### config.mk
export PLATFORM = sky130hd
export DESIGN_NAME = seq_detect_scheduler_flat
export DESIGN_NICKNAME = d
export VERILOG_FILES = /design/src/rtl/seq_detect_pkg.sv /design/src/rtl/seq_detect_scheduler_if.sv /design/src/rtl/seq_match_core.sv /design/src/rtl/seq_detect_scheduler.sv /design/src/flat_wrapper.sv
export SDC_FILE = /design/constraint.sdc
export NUM_CORES = 1
export LEC_CHECK = 0
export ABC_AREA = 0
export CORE_MARGIN = 2
export CORE_UTILIZATION = 45
export CTS_BUF_LIST = sky130_fd_sc_hd__clkbuf_8
export CTS_CLUSTER_SIZE = 25
export DETAILED_ROUTE_END_ITERATION = 6
export PLACE_DENSITY_LB_ADDON = 0.08
export SYNTH_ARGS = -nofsm -noshare
export SYNTH_HDL_FRONTEND = slang
export SYNTH_SLANG_ARGS = --single-unit
### constraint.sdc
create_clock -name clk -period 3.9 [get_ports clk]
set_input_delay 0.975 -clock clk [delete_from_list [all_inputs] [get_ports clk]]
set_output_delay 0.975 -clock clk [all_outputs]
set_load 0.05 [all_outputs]
### src/rtl/seq_detect_pkg.sv
// Shared types and constants for the round-robin serial pattern scheduler.
package seq_detect_pkg;

  typedef enum logic [1:0] {
    StIdle  = 2'b00,
    StShift = 2'b01,
    StDone  = 2'b10
  } state_e;

  localparam logic [3:0] DefPattern = 4'b1101;

endpackage

### src/rtl/seq_detect_scheduler_if.sv
// Request/result bundle between NUM_CH requesters, the result consumer and the scheduler.
interface seq_detect_scheduler_if #(
  parameter int unsigned NUM_CH = 4,
  parameter int unsigned DATA_W = 16
);
  localparam int unsigned CH_W  = $clog2(NUM_CH);
  localparam int unsigned CNT_W = $clog2(DATA_W + 1);

  logic [NUM_CH-1:0]        req_valid;
  logic [NUM_CH*DATA_W-1:0] req_data;
  logic [NUM_CH-1:0]        req_ready;
  logic                     res_valid;
  logic                     res_ready;
  logic [CH_W-1:0]          res_ch;
  logic [CNT_W-1:0]         res_count;
  logic [CNT_W-1:0]         res_first;
  logic                     busy;

  modport master (
    output req_valid, req_data, res_ready,
    input  req_ready, res_valid, res_ch, res_count, res_first, busy
  );

  modport slave (
    input  req_valid, req_data, res_ready,
    output req_ready, res_valid, res_ch, res_count, res_first, busy
  );

endinterface

### src/rtl/seq_match_core.sv
// Overlapping serial pattern matcher; hit is combinational on the bit being consumed.
module seq_match_core import seq_detect_pkg::*; #(
  parameter int unsigned         PAT_W   = 4,
  parameter logic [PAT_W-1:0]    PATTERN = DefPattern
) (
  input  logic clk,
  input  logic rst,
  input  logic clr,
  input  logic bit_vld,
  input  logic bit_in,
  output logic hit
);

  localparam int unsigned FILL_W = $clog2(PAT_W);
  localparam logic [FILL_W-1:0] FillFull = FILL_W'(PAT_W - 1);

  logic [PAT_W-2:0]  hist_q;
  logic [FILL_W-1:0] fill_q;
  logic [PAT_W-1:0]  win;

  assign win = {hist_q, bit_in};
  // A hit needs PAT_W-1 real history bits, so no match can use cleared zeros.
  assign hit = bit_vld && (fill_q == FillFull) && (win == PATTERN);

  always_ff @(posedge clk) begin
    if (rst || clr) begin
      hist_q <= '0;
      fill_q <= '0;
    end else if (bit_vld) begin
      hist_q <= win[PAT_W-2:0];
      if (fill_q != FillFull) fill_q <= fill_q + FILL_W'(1);
    end
  end

endmodule

### src/rtl/seq_detect_scheduler.sv
// Round-robin arbiter sharing one serial pattern matcher among NUM_CH requesters.
module seq_detect_scheduler import seq_detect_pkg::*; #(
  parameter int unsigned      NUM_CH  = 4,
  parameter int unsigned      DATA_W  = 16,
  parameter int unsigned      PAT_W   = 4,
  parameter logic [PAT_W-1:0] PATTERN = DefPattern
) (
  input logic                   clk,
  input logic                   rst,
  seq_detect_scheduler_if.slave bus
);

  localparam int unsigned CH_W  = $clog2(NUM_CH);
  localparam int unsigned CNT_W = $clog2(DATA_W + 1);
  localparam logic [CNT_W-1:0] LastIdx = CNT_W'(DATA_W - 1);

  state_e             state_q;
  logic [CH_W-1:0]    last_grant_q;
  logic [CH_W-1:0]    ch_q;
  logic [DATA_W-1:0]  data_q;
  logic [CNT_W-1:0]   idx_q, count_q, first_q;
  logic               res_valid_q, busy_q;

  logic [NUM_CH-1:0]  grant_oh;
  logic [CH_W-1:0]    grant_ch;
  logic               grant_any;
  logic [DATA_W-1:0]  grant_word;
  logic               hit;

  // Search starts just after the last granted channel and wraps.
  always_comb begin
    int unsigned c;
    c         = 0;
    grant_oh  = '0;
    grant_ch  = '0;
    grant_any = 1'b0;
    for (int unsigned k = 1; k <= NUM_CH; k++) begin
      c = (32'(last_grant_q) + k) % NUM_CH;
      if (!grant_any && bus.req_valid[c]) begin
        grant_any   = 1'b1;
        grant_ch    = CH_W'(c);
        grant_oh[c] = 1'b1;
      end
    end
  end

  assign grant_word = bus.req_data[grant_ch*DATA_W +: DATA_W];

  seq_match_core #(
    .PAT_W   (PAT_W),
    .PATTERN (PATTERN)
  ) u_match (
    .clk     (clk),
    .rst     (rst),
    .clr     ((state_q == StIdle) && grant_any),
    .bit_vld (state_q == StShift),
    .bit_in  (data_q[DATA_W-1]),
    .hit     (hit)
  );

  always_ff @(posedge clk) begin
    if (rst) begin
      state_q      <= StIdle;
      last_grant_q <= CH_W'(NUM_CH - 1);
      ch_q         <= '0;
      data_q       <= '0;
      idx_q        <= '0;
      count_q      <= '0;
      first_q      <= '0;
      res_valid_q  <= 1'b0;
      busy_q       <= 1'b0;
    end else begin
      unique case (state_q)
        StIdle: begin
          if (grant_any) begin
            data_q       <= grant_word;
            ch_q         <= grant_ch;
            last_grant_q <= grant_ch;
            count_q      <= '0;
            first_q      <= '0;
            idx_q        <= '0;
            busy_q       <= 1'b1;
            state_q      <= StShift;
          end
        end
        StShift: begin
          data_q <= data_q << 1;
          if (hit) begin
            count_q <= count_q + CNT_W'(1);
            if (count_q == '0) first_q <= idx_q;
          end
          if (idx_q == LastIdx) begin
            res_valid_q <= 1'b1;
            state_q     <= StDone;
          end else begin
            idx_q <= idx_q + CNT_W'(1);
          end
        end
        StDone: begin
          if (bus.res_ready) begin
            res_valid_q <= 1'b0;
            busy_q      <= 1'b0;
            state_q     <= StIdle;
          end
        end
        default: begin
          res_valid_q <= 1'b0;
          busy_q      <= 1'b0;
          state_q     <= StIdle;
        end
      endcase
    end
  end

  assign bus.req_ready = (state_q == StIdle) ? grant_oh : '0;
  assign bus.res_valid = res_valid_q;
  assign bus.res_ch    = ch_q;
  assign bus.res_count = count_q;
  assign bus.res_first = first_q;
  assign bus.busy      = busy_q;

endmodule

### src/flat_wrapper.sv
// flat-port wrapper written by rule: the top's interface ports become plain ports
module seq_detect_scheduler_flat import seq_detect_pkg::*;
#(
  parameter int unsigned      NUM_CH  = 4,
  parameter int unsigned      DATA_W  = 16,
  parameter int unsigned      PAT_W   = 4,
  parameter logic [PAT_W-1:0] PATTERN = DefPattern
)
  (clk, rst, bus_req_valid, bus_req_data, bus_res_ready, bus_req_ready, bus_res_valid, bus_res_ch, bus_res_count, bus_res_first, bus_busy);
  seq_detect_scheduler_if #(.NUM_CH(NUM_CH), .DATA_W(DATA_W)) bus_i ();
  input logic clk;
  input logic rst;
  input wire logic [$bits(bus_i.req_valid)-1:0] bus_req_valid;
  input wire logic [$bits(bus_i.req_data)-1:0] bus_req_data;
  input wire logic [$bits(bus_i.res_ready)-1:0] bus_res_ready;
  output wire logic [$bits(bus_i.req_ready)-1:0] bus_req_ready;
  output wire logic [$bits(bus_i.res_valid)-1:0] bus_res_valid;
  output wire logic [$bits(bus_i.res_ch)-1:0] bus_res_ch;
  output wire logic [$bits(bus_i.res_count)-1:0] bus_res_count;
  output wire logic [$bits(bus_i.res_first)-1:0] bus_res_first;
  output wire logic [$bits(bus_i.busy)-1:0] bus_busy;
  assign bus_i.req_valid = bus_req_valid;
  assign bus_i.req_data = bus_req_data;
  assign bus_i.res_ready = bus_res_ready;
  assign bus_req_ready = bus_i.req_ready;
  assign bus_res_valid = bus_i.res_valid;
  assign bus_res_ch = bus_i.res_ch;
  assign bus_res_count = bus_i.res_count;
  assign bus_res_first = bus_i.res_first;
  assign bus_busy = bus_i.busy;
  seq_detect_scheduler #(.NUM_CH(NUM_CH), .DATA_W(DATA_W), .PAT_W(PAT_W), .PATTERN(PATTERN)) u_core (.clk(clk), .rst(rst), .bus(bus_i));
endmodule
==> results of run 1 <==
==> power by group <==
part,internal [mW],total [mW],switching [mW]
sequential,0.522,0.561,0.0384
clock,0.187,0.335,0.147
combinational,0.398,0.834,0.436
==> final cells by class <==
cell class,count,area [um2]
Clock buffer,5,68.8
Multi-Input combinational cell,281,1990
Fill cell,586,2230
Sequential cell,44,881
Clock inverter,3,38.8
Inverter,12,45.0
Timing Repair Buffer,107,1080
Tap cell,77,96.3
==> critical path: cells and delay by family <==
| kind | cells | cell delay [ns] |
|---|---|---|
| muxes | 1 | 0.51 |
| buffers and inverters | 3 | 0.79 |
| AOI/OAI and AO/OA | 3 | 0.57 |
==> synthesized netlist by cell type, types with 6 or more instances <==
library cell   n  area, um2
clkbuf_1      17       63.8
nand2_1       34        128
o211ai_1      22        165
mux2i_1       22        220
nor2_1        35        131
dfxtp_1       44        881
o21ai_0        6       30.0
a31oi_1        6       37.5
a21oi_1       24        120
nand2b_1      19        119
nand3_1       16       80.1
a21o_1        16        120
o211ai_2       7       87.6
ha_1          13        163
inv_1         12       45.0
==> cells by family (layout without fill, tap and decap cells) <==
family / Yosys count / after routing
xor gates and xnor gates: 8 / 8
DFF: 44 / 44
adders and majority gates: 13 / 13
muxes: 28 / 28
AOI/OAI and AO/OA: 100 / 100
and+or+nand+nor: 132 / 132
buffers and inverters: 40 / 127
==> registers in the layout, indices dropped and copies added (netlist names) <==
name / cells
u_core.bus.busy: 1
u_core.bus.res_first: 5
u_core.idx_q: 5
u_core.state_q: 2
u_core.bus.res_valid: 1
u_core.data_q: 16
u_core.bus.res_ch: 2
u_core.u_match.fill_q: 2
u_core.u_match.hist_q: 3
u_core.last_grant_q: 2
u_core.bus.res_count: 5
==> stage by stage <==
step / utilization, % / cell area, um2 / worst slack, ns
floorplan: - / 3030 / 0.0767
global placement: 63.2 / 4060 / -0.0924
detailed placement: 63.2 / 4060 / -0.0835
CTS: 65.0 / 4180 / 0.0415
global route: 65.3 / 4190 / 0.0152
finish: 65.3 / 4190 / 0.0867
==> routing by layer <==
layer | share of wire (%) | GRT usage (%)
met2 | 51 | 36.3
met5 | 0 | 0
met4 | 1.1 | 5.92
met1 | 44 | 26.3
met3 | 3.5 | 2.31
==> what timing repair did <==
item / 4_1_cts / 5_1_grt
hold endpoints to repair: 0 / 0
setup endpoints to repair: 4 / 4
buffers inserted: 0 / 1
resized for setup: 4 / 3
pin swaps: 2 / 3
==> worst max-delay path by stage <==
| stage | cells past startpoint | slack, ns | endpoint |
|---|---|---|---|
| 2_1_floorplan | 10 | 0.08 | bus_req_ready[0] |
| 3_3_place_gp | 8 | -0.09 | bus_req_ready[2] |
| 3_5_place_dp | 8 | -0.08 | bus_req_ready[1] |
| 4_1_cts | 8 | 0.04 | bus_req_ready[0] |
| 5_1_grt | 7 | 0.02 | bus_req_ready[3] |
| 6_report | 7 | 0.09 | bus_req_ready[0] |
==> metrics, run 1 <==
status=completed; worst-path fanout max=4; die area=7380 um2; total gr overflow=0; post-DP HPWL=5690 um; #FFs+latches synth=44; core area=6420 um2; R2R Path Start=u_core.last_grant_q[1]; mux contribution to synthesized area=10.3%; GRT Util Overall=around a fifth; Hold Path Depth=2; Avg Synthesized Cell Area=8.27 um2; vias per inst=5.41; async set or reset register ratio after synthesis=0%; CTS sink cnt=44; max-cap viol count=0; most frequent cells in the layout=82 x clkdlybuf4s50_1, 44 x dfxtp_1, 35 x nor2_1; Reg2Reg Setup Slack=0.77 ns; number of synthesized flops with an enable pin=0; reg2reg path depth=9; LEAKAGE=about 1.6 nW; largest net degree at the start of global routing=41; Final period util=97.8%; I/O pin cnt=89; main combinational cell family by area after synthesis=compound AO/OA/AOI/OAI gates; worst path cell trace=clkdlybuf4s50_1 -> mux4_2 -> buf_4 -> a221o_1 -> o21ai_0 -> a21oi_2 -> buf_12; synth unique cells=54; routability cong.=0.871; Detailed Routing Iterations Pass 1=6; highest-delay cell along the critical path=mux4_2; fmax=262 MHz; initial cell density of the core=a little under half; fin. max-slew vios=0; row cnt=29; simple-gate area share of the yosys netlist=a little over a fifth; Synth-to-Final Area Change=38.9%; compound-cell area share of the yosys netlist=about a quarter; share of layout cells above drive strength 1=14.6%; skew final=0.00476 ns; Detailed Route Iter0 Violations=91; Bufs on Longest Clock Path=2; RSZ-0062 raised after global routing=no; Post-Syn Area=3020 um2; Clk pin slew, worst setup/hold paths=0.08 ns; via count=2860; VDD IR max=0.265 mV; final hold slack=roughly 0.46 ns; Layout Cells excl Fill=between 500 and 600; number of buffers inserted by port buffering=between 80 and 90; Diodes inserted=0; syn nets=449; Residual DRC=0; hold endpoint=u_core.u_match.hist_q[2]; Critical Path Source=bus_req_valid[0]; Clock Latency Late Sink=0.29 ns; adder-cell share of the synthesized area=under 10%; root buf cell=clkbuf_8; Slew @ Worst Pin=1.08 ns; total wire length=7450 um; # nets final=between 500 and 600; total power draw=~1.7 mW; Seq/Total Area, Yosys=29.2%; post-route ant nets=0; commonest non-fill, non-tap cell in the layout=clkdlybuf4s50_1; Worst setup EP type=primary output; setup TNS=0 ns; number of hold buffers added after CTS=0; first-pass GRT wire length=12500 um; WP data arrival=roughly 2.8 ns; Critical Path Source Type=primary input; setup violators final=0; top_reg_cell synth=dfxtp_1; CTS Buf Count=5; H-tree Lvls=2; Hold WC Path Type=register to register; Ys Warns=0; Final Hold Vio Count=0; post-layout min period=3.81 ns; Cell Pwr Density=412 nW/um2; initial antenna violation count=0; die width=approximately 86 um; Crit path required time=roughly 2.9 ns; vias in the first global route=2686; TritonCTS clock tree=done; Synth Area in XOR/XNOR=2.32%; Placed Cells=520; reg2reg end=u_core.data_q[13]; Wirelength per Cell=14.1 um; cell count after synthesis=365; Rel. slew slack=27.8%; crit path kind=primary input to primary output; Die H=85.9 um; Max stage delay on crit path=0.51 ns; worst hold start=u_core.u_match.hist_q[2]
(Power assumes the default switching activity.)
==> inputs of run 2 (changes only) <==
Clock period 3.9 ns to 3.7 ns, I/O delays scaled along.
==> metrics, run 2 (synthesized netlist as in run 1, its figures left out) <==
I/O pin cnt=89; H-tree Lvls=2; sw frac=37.5%; Cell Pwr Density=420 nW/um2; R2R Path Start=u_core.last_grant_q[0]; Clock Power Share=15.7%; Seq pwr share=33.1%; Diodes inserted=0; Synth-to-Final Area Change=41.1%; die area=7380 um2; GRT Util Overall=between 20 and 25%; status=completed; Layout Cells excl Fill=534; Detailed Route Iter0 Violations=79; fmax=roughly 280 MHz; Critical Path Source=bus_req_valid[3]; row cnt=29; post-DP HPWL=5500 um; initial antenna violation count=0; Logic pwr share=51.3%; VDD IR max=0.245 mV; # nets final=541; Cell Area, Placed=4120 um2; vias in the first global route=2715; max reg flops=16; Hold WC Path Type=register to register; CTS Buf Count=5; highest-delay cell along the critical path=mux4_2; TritonCTS clock tree=done; crit path kind=primary input to primary output; Wirelength per Cell=13.5 um; Max stage delay on crit path=0.48 ns; worst-path fanout max=4; Biggest register=u_core.data_q; via count=2925; Residual DRC=0; NetSw=670 uW; Clock Latency Late Sink=0.29 ns; root buf cell=clkbuf_8; core area=6420 um2; total power draw=1.79 mW; Top cell by count, worst path=buf_4; Die H=85.9 um; P_int=1.12 mW; Worst setup EP type=primary output; Bufs on Longest Clock Path=2; total wire length=7230 um; skew final=0.00341 ns; routability cong.=0.895; post-route ant nets=0; worst hold start=u_core.u_match.hist_q[2]; Clk pin slew, worst setup/hold paths=0.08 ns; Crit path required time=2.77 ns; Critical Path Source Type=primary input; largest net degree at the start of global routing=41; number of buffers inserted by port buffering=88; LEAKAGE=roughly 1.7 nW; initial cell density of the core=47.0%; CTS sink cnt=44; post-layout min period=3.61 ns; fin. max-slew vios=0; fin area=4260 um2; first-pass GRT wire length=12100 um; final hold slack=0.462 ns; Fillers=575; vias per inst=5.48; RSZ-0062 raised after global routing=no; Rel. slew slack=43.6%; worst path cell trace=dlygate4sd2_1 -> buf_4 -> mux4_2 -> buf_4 -> a221o_1 -> o21ai_2 -> a21oi_4 -> buf_12; Final Hold Vio Count=0; Slew @ Worst Pin=between 0.8 and 0.9 ns; Final period util=just under 100%; Detailed Routing Iterations Pass 1=4; die width=85.9 um; total gr overflow=0; share of layout cells above drive strength 1=between 15 and 20%; Placed Cells=525; max-cap viol count=0; most frequent cells in the layout=80 x clkdlybuf4s50_1, 44 x dfxtp_1, 35 x nor2_1; WP data arrival=2.68 ns; setup violators final=0; commonest non-fill, non-tap cell in the layout=clkdlybuf4s50_1
run 2: cell count changes in the layout (fill, tap and decap cells not counted), sizes merged:
cell and delta:
bufinv -1, buf +6, clkdlybuf4s50 -2, dlygate4sd2 +2
run 2: power groups by stage:
stage                     clock network [mW]  registers [mW]  logic, mW
final                                  0.281           0.591      0.917
after CTS                              0.287           0.591      0.916
after detailed placement                   0           0.603      0.891
after floorplan                            0           0.621      0.583
after global routing                   0.310           0.599      0.990
after global placement                     0           0.601      0.879
run 2: worst max-delay path: cells and delay by family:
kind | cells | cell delay [ns]
multiplexers | 1 | 0.48
buffers and inverters | 4 | 0.75
AO/OA/AOI/OAI | 3 | 0.54
run 2: final timing paths:
check	to	slack, ns	depth (start not counted)
worst max-delay path	bus_req_ready[0]	0.09	8
worst min-delay path	u_core.u_match.hist_q[2]	0.46	2
worst max register to register	u_core.data_q[15]	0.81	10
worst min register to register	u_core.u_match.hist_q[2]	0.46	2
run 2: per-layer routing:
| layer | up-vias | global-route usage, % | wire (um) |
|---|---|---|---|
| met5 | - | 0 | 0 |
| met4 | 0 | 4.18 | 84 |
| met3 | 9 | 5.29 | 413 |
| met2 | 86 | 36.1 | 3590 |
| met1 | 1333 | 24.1 | 3140 |
| li1 | 1497 | - | - |
run 2: what timing repair did:
| action | 4_1_cts | 5_1_grt |
|---|---|---|
| endpoints found under the hold margin | 0 | 0 |
| setup endpoints to repair | 4 | 4 |
| hold buffers | 0 | 0 |
| pin swaps | 1 | 1 |
| gates resized for setup | 15 | 4 |
| setup buffers | 2 | 0 |
run 2: metrics by stage:
step	utilization (%)	worst slack, ns	setup TNS, ns
global route	66.3	0.0329	0
floorplan	-	0.00841	0
CTS	66.0	0.00977	0
finish	66.3	0.0926	0
detailed placement	64.2	-0.187	-0.698
global placement	64.2	-0.131	-0.489
run 2: area by class of cell:
type                       count  area [um2]  area share [%]
clock buffer                   5        68.8            1.62
tap                           77        96.3            2.26
inverter                      12        45.0            1.06
timing repair buffer         113        1120            26.4
multi-input combinational    281        2040            47.8
clock inverter                 2        8.76           0.206
sequential                    44         881            20.7
